### src/rtl/pipe_pkg.sv
`default_nettype none
// +--------------------------------------------------------------------------+
// | pipe_pkg: shared types for the pipeline stall/flush sequencer.           |
// | Revision: 1.0                                                            |
// +--------------------------------------------------------------------------+
package pipe_pkg;

  typedef enum logic [1:0] {
    BOOT     = 2'd0,
    RUN      = 2'd1,
    MEM_WAIT = 2'd2
  } ctrl_state_e;

  localparam logic [31:0] NOP_INSTR = 32'h0000_0013;

  typedef struct packed {
    logic enable;
    logic reset_n;
  } stage_ctrl_t;

  localparam stage_ctrl_t C_STAGE_RUN  = 2'b11;
  localparam stage_ctrl_t C_STAGE_HOLD = 2'b00;

endpackage
`default_nettype wire

### src/rtl/pipe_hazard_ctrl_if.sv
`default_nettype none
// +--------------------------------------------------------------------------+
// | pipe_hazard_ctrl_if: hazard fields in, stage register controls out.      |
// | Revision: 1.0                                                            |
// +--------------------------------------------------------------------------+
interface pipe_hazard_ctrl_if #(
  parameter int CNT_W = 32
);
  logic [4:0]       i_rs1_addr_id;
  logic [4:0]       i_rs2_addr_id;
  logic             i_rs1_used_id;
  logic             i_rs2_used_id;
  logic [4:0]       i_rd_addr_ex;
  logic             i_rd_wren_ex;
  logic             i_mem_rden_ex;
  logic             i_pc_sel_ex;
  logic             i_lsu_req_mem;
  logic             i_lsu_ack;
  logic             o_enable_pc;
  logic             o_enable_if;
  logic             o_enable_id;
  logic             o_enable_ex;
  logic             o_enable_mem;
  logic             o_reset_if;
  logic             o_reset_id;
  logic             o_reset_ex;
  logic             o_reset_mem;
  logic             o_timeout;
  logic [CNT_W-1:0] o_stall_cnt;
  logic [CNT_W-1:0] o_flush_cnt;

  modport master (
    output i_rs1_addr_id, i_rs2_addr_id, i_rs1_used_id, i_rs2_used_id,
    output i_rd_addr_ex, i_rd_wren_ex, i_mem_rden_ex, i_pc_sel_ex,
    output i_lsu_req_mem, i_lsu_ack,
    input  o_enable_pc, o_enable_if, o_enable_id, o_enable_ex, o_enable_mem,
    input  o_reset_if, o_reset_id, o_reset_ex, o_reset_mem,
    input  o_timeout, o_stall_cnt, o_flush_cnt
  );

  modport slave (
    input  i_rs1_addr_id, i_rs2_addr_id, i_rs1_used_id, i_rs2_used_id,
    input  i_rd_addr_ex, i_rd_wren_ex, i_mem_rden_ex, i_pc_sel_ex,
    input  i_lsu_req_mem, i_lsu_ack,
    output o_enable_pc, o_enable_if, o_enable_id, o_enable_ex, o_enable_mem,
    output o_reset_if, o_reset_id, o_reset_ex, o_reset_mem,
    output o_timeout, o_stall_cnt, o_flush_cnt
  );
endinterface
`default_nettype wire

### src/rtl/pipe_hazard_ctrl_hazard_detect.sv
`default_nettype none
// +--------------------------------------------------------------------------+
// | hazard_detect: combinational load-use detector on the ID/EX fields.      |
// | Revision: 1.0                                                            |
// +--------------------------------------------------------------------------+
module hazard_detect (
  input  wire logic [4:0] i_rs1_addr_id,
  input  wire logic [4:0] i_rs2_addr_id,
  input  wire logic       i_rs1_used_id,
  input  wire logic       i_rs2_used_id,
  input  wire logic [4:0] i_rd_addr_ex,
  input  wire logic       i_rd_wren_ex,
  input  wire logic       i_mem_rden_ex,
  output logic            o_load_use
);
  logic w_rs1_hit;
  logic w_rs2_hit;

  assign w_rs1_hit  = i_rs1_used_id && (i_rs1_addr_id == i_rd_addr_ex);
  assign w_rs2_hit  = i_rs2_used_id && (i_rs2_addr_id == i_rd_addr_ex);
  // x0 is hardwired to zero, so a load targeting it never creates a dependency
  assign o_load_use = i_mem_rden_ex && i_rd_wren_ex && (i_rd_addr_ex != 5'd0)
                      && (w_rs1_hit || w_rs2_hit);
endmodule
`default_nettype wire

### src/rtl/pipe_hazard_ctrl.sv
`default_nettype none
// +--------------------------------------------------------------------------+
// | pipe_hazard_ctrl: stall/flush sequencer for the 5-stage pipeline.        |
// | Revision: 1.0                                                            |
// +--------------------------------------------------------------------------+
module pipe_hazard_ctrl
  import pipe_pkg::*;
#(
  parameter int BOOT_CYCLES = 2,
  parameter int WAIT_MAX    = 16,
  parameter int CNT_W       = 32
) (
  input  wire logic         i_clk,
  input  wire logic         i_reset,
  pipe_hazard_ctrl_if.slave bus
);
  localparam int BOOT_W = (BOOT_CYCLES > 1) ? $clog2(BOOT_CYCLES + 1) : 1;
  localparam int WAIT_W = (WAIT_MAX > 1) ? $clog2(WAIT_MAX + 1) : 1;

  ctrl_state_e        state_q, state_d;
  logic [BOOT_W-1:0]  boot_cnt_q, boot_cnt_d;
  logic [WAIT_W-1:0]  wait_cnt_q, wait_cnt_d;
  logic [CNT_W-1:0]   stall_cnt_q;
  logic [CNT_W-1:0]   flush_cnt_q;

  logic        load_use;
  logic        en_pc_d;
  stage_ctrl_t st_if_d, st_id_d, st_ex_d, st_mem_d;
  logic        timeout_d;
  logic        freeze_d, apply_d, discard_d;
  logic        stall_inc_d, flush_inc_d;

  hazard_detect u_hazard_detect (
    .i_rs1_addr_id (bus.i_rs1_addr_id),
    .i_rs2_addr_id (bus.i_rs2_addr_id),
    .i_rs1_used_id (bus.i_rs1_used_id),
    .i_rs2_used_id (bus.i_rs2_used_id),
    .i_rd_addr_ex  (bus.i_rd_addr_ex),
    .i_rd_wren_ex  (bus.i_rd_wren_ex),
    .i_mem_rden_ex (bus.i_mem_rden_ex),
    .o_load_use    (load_use)
  );

  always_comb begin
    state_d     = state_q;
    boot_cnt_d  = boot_cnt_q;
    wait_cnt_d  = wait_cnt_q;
    en_pc_d     = 1'b1;
    st_if_d     = C_STAGE_RUN;
    st_id_d     = C_STAGE_RUN;
    st_ex_d     = C_STAGE_RUN;
    st_mem_d    = C_STAGE_RUN;
    timeout_d   = 1'b0;
    freeze_d    = 1'b0;
    apply_d     = 1'b0;
    discard_d   = 1'b0;
    flush_inc_d = 1'b0;
    stall_inc_d = 1'b0;

    case (state_q)
      BOOT: begin
        en_pc_d  = 1'b0;
        st_if_d  = C_STAGE_HOLD;
        st_id_d  = C_STAGE_HOLD;
        st_ex_d  = C_STAGE_HOLD;
        st_mem_d = C_STAGE_HOLD;
        if (int'(boot_cnt_q) + 1 >= BOOT_CYCLES) begin
          state_d    = RUN;
          boot_cnt_d = '0;
        end else begin
          boot_cnt_d = boot_cnt_q + BOOT_W'(1);
        end
      end
      RUN: begin
        if (bus.i_lsu_req_mem && !bus.i_lsu_ack) begin
          freeze_d   = 1'b1;
          state_d    = MEM_WAIT;
          wait_cnt_d = WAIT_W'(1);
        end else begin
          apply_d = 1'b1;
        end
      end
      MEM_WAIT: begin
        if (bus.i_lsu_ack) begin
          apply_d    = 1'b1;
          state_d    = RUN;
          wait_cnt_d = '0;
        end else if (int'(wait_cnt_q) >= WAIT_MAX) begin
          apply_d    = 1'b1;
          discard_d  = 1'b1;
          timeout_d  = 1'b1;
          state_d    = RUN;
          wait_cnt_d = '0;
        end else begin
          freeze_d   = 1'b1;
          wait_cnt_d = wait_cnt_q + WAIT_W'(1);
        end
      end
      default: state_d = BOOT;
    endcase

    // Freeze holds the front of the pipe and drains a bubble into WB.
    if (freeze_d) begin
      en_pc_d          = 1'b0;
      st_if_d.enable   = 1'b0;
      st_id_d.enable   = 1'b0;
      st_ex_d.enable   = 1'b0;
      st_mem_d.reset_n = 1'b0;
    end

    // A taken branch flushes ID, which makes any load-use stall moot.
    if (apply_d) begin
      if (bus.i_pc_sel_ex) begin
        st_if_d.reset_n = 1'b0;
        st_id_d.reset_n = 1'b0;
        flush_inc_d     = 1'b1;
      end else if (load_use) begin
        en_pc_d         = 1'b0;
        st_if_d.enable  = 1'b0;
        st_id_d.reset_n = 1'b0;
      end
    end

    if (discard_d) begin
      st_mem_d.reset_n = 1'b0;
    end

    stall_inc_d = (state_q != BOOT) && !en_pc_d;

    if (i_reset) begin
      state_d     = BOOT;
      boot_cnt_d  = '0;
      wait_cnt_d  = '0;
      en_pc_d     = 1'b0;
      st_if_d     = C_STAGE_HOLD;
      st_id_d     = C_STAGE_HOLD;
      st_ex_d     = C_STAGE_HOLD;
      st_mem_d    = C_STAGE_HOLD;
      timeout_d   = 1'b0;
      stall_inc_d = 1'b0;
      flush_inc_d = 1'b0;
    end
  end

  always_ff @(posedge i_clk) begin
    if (i_reset) begin
      state_q     <= BOOT;
      boot_cnt_q  <= '0;
      wait_cnt_q  <= '0;
      stall_cnt_q <= '0;
      flush_cnt_q <= '0;
    end else begin
      state_q     <= state_d;
      boot_cnt_q  <= boot_cnt_d;
      wait_cnt_q  <= wait_cnt_d;
      stall_cnt_q <= stall_cnt_q + CNT_W'(stall_inc_d);
      flush_cnt_q <= flush_cnt_q + CNT_W'(flush_inc_d);
    end
  end

  assign bus.o_enable_pc  = en_pc_d;
  assign bus.o_enable_if  = st_if_d.enable;
  assign bus.o_enable_id  = st_id_d.enable;
  assign bus.o_enable_ex  = st_ex_d.enable;
  assign bus.o_enable_mem = st_mem_d.enable;
  assign bus.o_reset_if   = st_if_d.reset_n;
  assign bus.o_reset_id   = st_id_d.reset_n;
  assign bus.o_reset_ex   = st_ex_d.reset_n;
  assign bus.o_reset_mem  = st_mem_d.reset_n;
  assign bus.o_timeout    = timeout_d;
  assign bus.o_stall_cnt  = stall_cnt_q;
  assign bus.o_flush_cnt  = flush_cnt_q;
endmodule
`default_nettype wire
### src/flat_wrapper.sv
// flat-port wrapper written by rule: the top's interface ports become plain ports
module pipe_hazard_ctrl_flat import pipe_pkg::*;
#(
  parameter int BOOT_CYCLES = 2,
  parameter int WAIT_MAX    = 16,
  parameter int CNT_W       = 32
)
  (i_clk, i_reset, bus_i_rs1_addr_id, bus_i_rs2_addr_id, bus_i_rs1_used_id, bus_i_rs2_used_id, bus_i_rd_addr_ex, bus_i_rd_wren_ex, bus_i_mem_rden_ex, bus_i_pc_sel_ex, bus_i_lsu_req_mem, bus_i_lsu_ack, bus_o_enable_pc, bus_o_enable_if, bus_o_enable_id, bus_o_enable_ex, bus_o_enable_mem, bus_o_reset_if, bus_o_reset_id, bus_o_reset_ex, bus_o_reset_mem, bus_o_timeout, bus_o_stall_cnt, bus_o_flush_cnt);
  pipe_hazard_ctrl_if #(.CNT_W(CNT_W)) bus_i ();
  input  wire logic i_clk;
  input  wire logic i_reset;
  input wire logic [$bits(bus_i.i_rs1_addr_id)-1:0] bus_i_rs1_addr_id;
  input wire logic [$bits(bus_i.i_rs2_addr_id)-1:0] bus_i_rs2_addr_id;
  input wire logic [$bits(bus_i.i_rs1_used_id)-1:0] bus_i_rs1_used_id;
  input wire logic [$bits(bus_i.i_rs2_used_id)-1:0] bus_i_rs2_used_id;
  input wire logic [$bits(bus_i.i_rd_addr_ex)-1:0] bus_i_rd_addr_ex;
  input wire logic [$bits(bus_i.i_rd_wren_ex)-1:0] bus_i_rd_wren_ex;
  input wire logic [$bits(bus_i.i_mem_rden_ex)-1:0] bus_i_mem_rden_ex;
  input wire logic [$bits(bus_i.i_pc_sel_ex)-1:0] bus_i_pc_sel_ex;
  input wire logic [$bits(bus_i.i_lsu_req_mem)-1:0] bus_i_lsu_req_mem;
  input wire logic [$bits(bus_i.i_lsu_ack)-1:0] bus_i_lsu_ack;
  output wire logic [$bits(bus_i.o_enable_pc)-1:0] bus_o_enable_pc;
  output wire logic [$bits(bus_i.o_enable_if)-1:0] bus_o_enable_if;
  output wire logic [$bits(bus_i.o_enable_id)-1:0] bus_o_enable_id;
  output wire logic [$bits(bus_i.o_enable_ex)-1:0] bus_o_enable_ex;
  output wire logic [$bits(bus_i.o_enable_mem)-1:0] bus_o_enable_mem;
  output wire logic [$bits(bus_i.o_reset_if)-1:0] bus_o_reset_if;
  output wire logic [$bits(bus_i.o_reset_id)-1:0] bus_o_reset_id;
  output wire logic [$bits(bus_i.o_reset_ex)-1:0] bus_o_reset_ex;
  output wire logic [$bits(bus_i.o_reset_mem)-1:0] bus_o_reset_mem;
  output wire logic [$bits(bus_i.o_timeout)-1:0] bus_o_timeout;
  output wire logic [$bits(bus_i.o_stall_cnt)-1:0] bus_o_stall_cnt;
  output wire logic [$bits(bus_i.o_flush_cnt)-1:0] bus_o_flush_cnt;
  assign bus_i.i_rs1_addr_id = bus_i_rs1_addr_id;
  assign bus_i.i_rs2_addr_id = bus_i_rs2_addr_id;
  assign bus_i.i_rs1_used_id = bus_i_rs1_used_id;
  assign bus_i.i_rs2_used_id = bus_i_rs2_used_id;
  assign bus_i.i_rd_addr_ex = bus_i_rd_addr_ex;
  assign bus_i.i_rd_wren_ex = bus_i_rd_wren_ex;
  assign bus_i.i_mem_rden_ex = bus_i_mem_rden_ex;
  assign bus_i.i_pc_sel_ex = bus_i_pc_sel_ex;
  assign bus_i.i_lsu_req_mem = bus_i_lsu_req_mem;
  assign bus_i.i_lsu_ack = bus_i_lsu_ack;
  assign bus_o_enable_pc = bus_i.o_enable_pc;
  assign bus_o_enable_if = bus_i.o_enable_if;
  assign bus_o_enable_id = bus_i.o_enable_id;
  assign bus_o_enable_ex = bus_i.o_enable_ex;
  assign bus_o_enable_mem = bus_i.o_enable_mem;
  assign bus_o_reset_if = bus_i.o_reset_if;
  assign bus_o_reset_id = bus_i.o_reset_id;
  assign bus_o_reset_ex = bus_i.o_reset_ex;
  assign bus_o_reset_mem = bus_i.o_reset_mem;
  assign bus_o_timeout = bus_i.o_timeout;
  assign bus_o_stall_cnt = bus_i.o_stall_cnt;
  assign bus_o_flush_cnt = bus_i.o_flush_cnt;
  pipe_hazard_ctrl #(.BOOT_CYCLES(BOOT_CYCLES), .WAIT_MAX(WAIT_MAX), .CNT_W(CNT_W)) u_core (.i_clk(i_clk), .i_reset(i_reset), .bus(bus_i));
endmodule
### config.mk
export PLATFORM = sky130hd
export DESIGN_NAME = pipe_hazard_ctrl_flat
export DESIGN_NICKNAME = d
export VERILOG_FILES = /design/src/rtl/pipe_pkg.sv /design/src/rtl/pipe_hazard_ctrl_if.sv /design/src/rtl/pipe_hazard_ctrl_hazard_detect.sv /design/src/rtl/pipe_hazard_ctrl.sv /design/src/flat_wrapper.sv
export SDC_FILE = /design/constraint.sdc
export NUM_CORES = 1
export LEC_CHECK = 0
export CORE_MARGIN = 2
export CORE_UTILIZATION = 53
export CTS_CLUSTER_DIAMETER = 100
export DETAILED_ROUTE_END_ITERATION = 8
export PLACE_DENSITY = 0.92
export SLEW_MARGIN = 20
export SYNTH_ARGS = -nofsm -noshare
export SYNTH_HDL_FRONTEND = slang
export SYNTH_SLANG_ARGS = --single-unit
### constraint.sdc
create_clock -name i_clk -period 10.2 [get_ports i_clk]
set_input_delay 2.55 -clock i_clk [delete_from_list [all_inputs] [get_ports i_clk]]
set_output_delay 2.55 -clock i_clk [all_outputs]
set_load 0.005 [all_outputs]
==> reports/results.md <==
Detailed routing
* **first-pass iteration count of the detailed router** 5
* **DRC errors left** 0
* **number of DRC violations after detailed-routing iteration 0** 235
* **Avg WL per Cell** 15.07 um
* **Via Count** 3726
* **Final ANT Viol Nets** 0
* **routed vias/inst** 5.868
* **Total Routed Length** 9572 um

Floorplanning
* **Std-Cell Core Area** 6869 um^2
* **boundary pin count** 98
* **Chip Height** 88.59 um
* **Chip Width** 88.59 um
* **die footprint** 7848 um^2
* **starting utilization of the core area** 55.21%
* **# rows** 30

Finish
* **top library cells by usage in the layout, fill and taps aside** 96 x sky130_fd_sc_hd__clkdlybuf4s50_1, 73 x sky130_fd_sc_hd__dfxtp_1, 40 x sky130_fd_sc_hd__nor2_1
* **synth-to-layout area growth** 31.90%
* **number of antenna cells inserted** 0
* **Final Net Count** 571
* **layout cell share with drive strength beyond 1** 5.195%
* **# fillers** 527
* **most common cell after layout, fill and taps aside** sky130_fd_sc_hd__clkdlybuf4s50_1

Clock tree
* **number of buffers on the longest clock path** 2
* **number of clock sinks seen by CTS** 73
* **Post-CTS Setup Repair Bufs** 0
* **clock latency reported for the late side of the worst-skew pair** 0.34 ns
* **register clock-pin slew on the reported worst setup and hold paths** 0.08 ns
* **CTS tree** yes
* **clock root cell** sky130_fd_sc_hd__clkbuf_8
* **cts bufs inserted** 9
* **PostCTS Resize Cnt** 0
* **count of H-tree levels built during CTS** 3
* **post-cts hold buffer count** 0

Synth
* **number of synthesis warnings** 0
* **sequential cell area fraction in the yosys report** 38.54%
* **average cell area after synthesis** 8.428 um^2
* **number of enable flip-flop cells after synthesis** 0
* **biggest area contributors in the synthesized netlist** sky130_fd_sc_hd__dfxtp_1 39%, sky130_fd_sc_hd__xnor2_1 5.8%, sky130_fd_sc_hd__or4_1 5.3%
* **Synth area leader** sky130_fd_sc_hd__dfxtp_1
* **count of unique library cells instantiated by Yosys** 41
* **FFs w/ async S/R, synth** 0%
* **post-synthesis register bit count** 73
* **cell area after synthesis** 3792 um^2
* **Gate Count Post-Synth** 450
* **number of nets produced by synthesis** 487
* **area fraction of the dominant cell type after synthesis** 38.54%
* **top_reg_cell synth** sky130_fd_sc_hd__dfxtp_1

Global route
* **remaining global-route overflow** 0
* **global-route wire length before repair** 15380 um
* **antenna violations before repair** 0
* **via count of the first global-routing pass** 3471
* **maximum number of pins on one net before global-route repair** 83
* **GRT Util Overall** 24.62%

Pwr
* **power density cells** 134.3 nW/um^2
* **maximum ir drop on the vdd rail** 106.1 uV
* **leakage power** 1.600 nW
* **total design power** 671.7 uW

Critical path
* **critical-path cell with the highest stage delay** sky130_fd_sc_hd__or4_1
* **Critical Path Start Type** input port
* **critical-path cell list** clkdlybuf4s50_1 > or4_1 > o2111a_1 > a31oi_1 > clkdlybuf4s50_1
* **critical path endpoint category** output port
* **Critical Path RT** 7.65 ns
* **arrival time worst endpoint** 4.58 ns
* **Critical Path Max Stage Delay** 0.55 ns
* **cell mode on critical path** sky130_fd_sc_hd__clkdlybuf4s50_1
* **worst-path fanout max** 3
* **Crit Path Class** in -> out

Timing
* **RSZ-0062 raised after global routing** false
* **time the worst path needs with I/O delays and setup** 7.129 ns
* **max-slew violation count** 0
* **count of endpoints failing setup in the final report** 0
* **maximum clock skew at final layout** 0.01790 ns
* **Max-Slew Margin vs Limit** 42.50%
* **hold violation count in the final report** 0
* **Sum Neg Setup Slack** 0 ns
* **maximum operating frequency** 140.3 MHz
* **Worst-Margin Slew** 0.8624 ns
* **share of the clock period used by the worst path after layout** 69.89%

Job
* **Max Cap Violations** 0

Place
* **post-detail-place hpwl** 6741 um
* **global placer's final weighted congestion** 0.8489
* **number of port buffers** 97

Min path
* **kind of path behind the tightest hold check** reg -> reg

Status
* **run status** finished clean

==> sequential cells by signal, summed over array words and instances, names as in the netlist <==
| register | count |
|---|---|
| u_core.bus.o_stall_cnt | 32 |
| u_core.boot_cnt_q | 2 |
| u_core.wait_cnt_q | 5 |
| u_core.bus.o_flush_cnt | 32 |
| u_core.state_q | 2 |
==> worst max-delay path: cells and delay by family <==
| family | cells | cell delay, ns |
|---|---|---|
| buf+inv | 2 | 0.99 |
| simple gates | 1 | 0.55 |
| compound gates | 2 | 0.48 |
==> cell usage after synthesis (2+ instances only) <==
master,count
sky130_fd_sc_hd__buf_1,4
sky130_fd_sc_hd__or3_1,9
sky130_fd_sc_hd__buf_4,3
sky130_fd_sc_hd__and2_1,3
sky130_fd_sc_hd__inv_1,17
sky130_fd_sc_hd__nor4_1,7
sky130_fd_sc_hd__dfxtp_1,73
sky130_fd_sc_hd__and3_1,4
sky130_fd_sc_hd__nand4_1,23
sky130_fd_sc_hd__mux2_2,5
sky130_fd_sc_hd__nand2b_1,5
sky130_fd_sc_hd__nand2_1,27
sky130_fd_sc_hd__a31oi_1,4
sky130_fd_sc_hd__a211oi_1,2
sky130_fd_sc_hd__or2_2,2
sky130_fd_sc_hd__nand3_1,20
sky130_fd_sc_hd__mux2i_1,3
sky130_fd_sc_hd__nor3_1,7
sky130_fd_sc_hd__nor2_1,40
sky130_fd_sc_hd__ha_1,13
sky130_fd_sc_hd__xnor2_1,25
sky130_fd_sc_hd__a21oi_1,36
sky130_fd_sc_hd__buf_2,4
sky130_fd_sc_hd__nor2b_1,10
sky130_fd_sc_hd__clkbuf_1,14
sky130_fd_sc_hd__o21ai_0,10
sky130_fd_sc_hd__xor2_1,9
sky130_fd_sc_hd__a21boi_0,2
sky130_fd_sc_hd__or4_1,27
sky130_fd_sc_hd__o31ai_1,25
sky130_fd_sc_hd__and4_1,7
==> power by group <==
group / total (mW) / switching [mW] / internal [mW]
clock: 0.255 / 0.111 / 0.145
combinational: 0.117 / 0.0572 / 0.0601
sequential: 0.299 / 0.00640 / 0.293
==> final timing paths <==
path / from / endpoint / cells past startpoint / slack, ns
max: bus_i_rd_addr_ex[1] / bus_o_enable_if / 5 / 3.07
min: u_core.boot_cnt_q[1]$_SDFFE_PP0P_ / u_core.boot_cnt_q[1]$_SDFFE_PP0P_ / 2 / 0.49
max reg2reg: u_core.state_q[0]$_SDFFE_PP0P_ / u_core.bus.o_stall_cnt[26]$_SDFF_PP0_ / 12 / 6.33
min reg2reg: u_core.boot_cnt_q[1]$_SDFFE_PP0P_ / u_core.boot_cnt_q[1]$_SDFFE_PP0P_ / 2 / 0.49
==> through the flow <==
stage	hold slack (ns)	setup WS (ns)	utilization, %	std cells	area (um^2)
after detailed placement	0.4751	3.053	69.53	619	4776
after CTS	0.4931	3.056	72.82	635	5002
after global placement	0.4554	3.067	69.53	619	4776
final	0.4903	3.071	72.82	635	5002
after floorplan	0.4460	3.962	-	450	3792
after global routing	0.4998	2.966	72.82	635	5002
==> routing by layer <==
layer | part of all wire (%) | global-route usage (%) | vias to the layer above
li1 | - | - | 1826
met3 | 6.6 | 5.970 | 15
met1 | 42 | 29.19 | 1754
met2 | 49 | 42.86 | 131
met4 | 1.5 | 9.780 | 0
met5 | 0 | 0 | -
==> final cells by class <==
type                            count  area [um^2]  area share, %
Clock buffer                       10        137.6          2.751
Clock inverter                      6        88.84          1.776
Tap cell                           96        120.1          2.401
Multi-Input combinational cell    335         2157          43.12
Sequential cell                    73         1461          29.21
Inverter                           17        63.81          1.276
Timing Repair Buffer               98        973.4          19.46
==> kinds of logic after synthesis <==
group           Yosys count  share of synthesized area (%)
compound gates           83                          13.43
flops                    73                          38.54
buf+inv                  42                          4.586
xor+xnor                 34                          7.852
mux                       8                          2.276
fa+ha+maj                13                          4.289
simple gates            197                          29.03
Power figures use the tool's default switching activity.
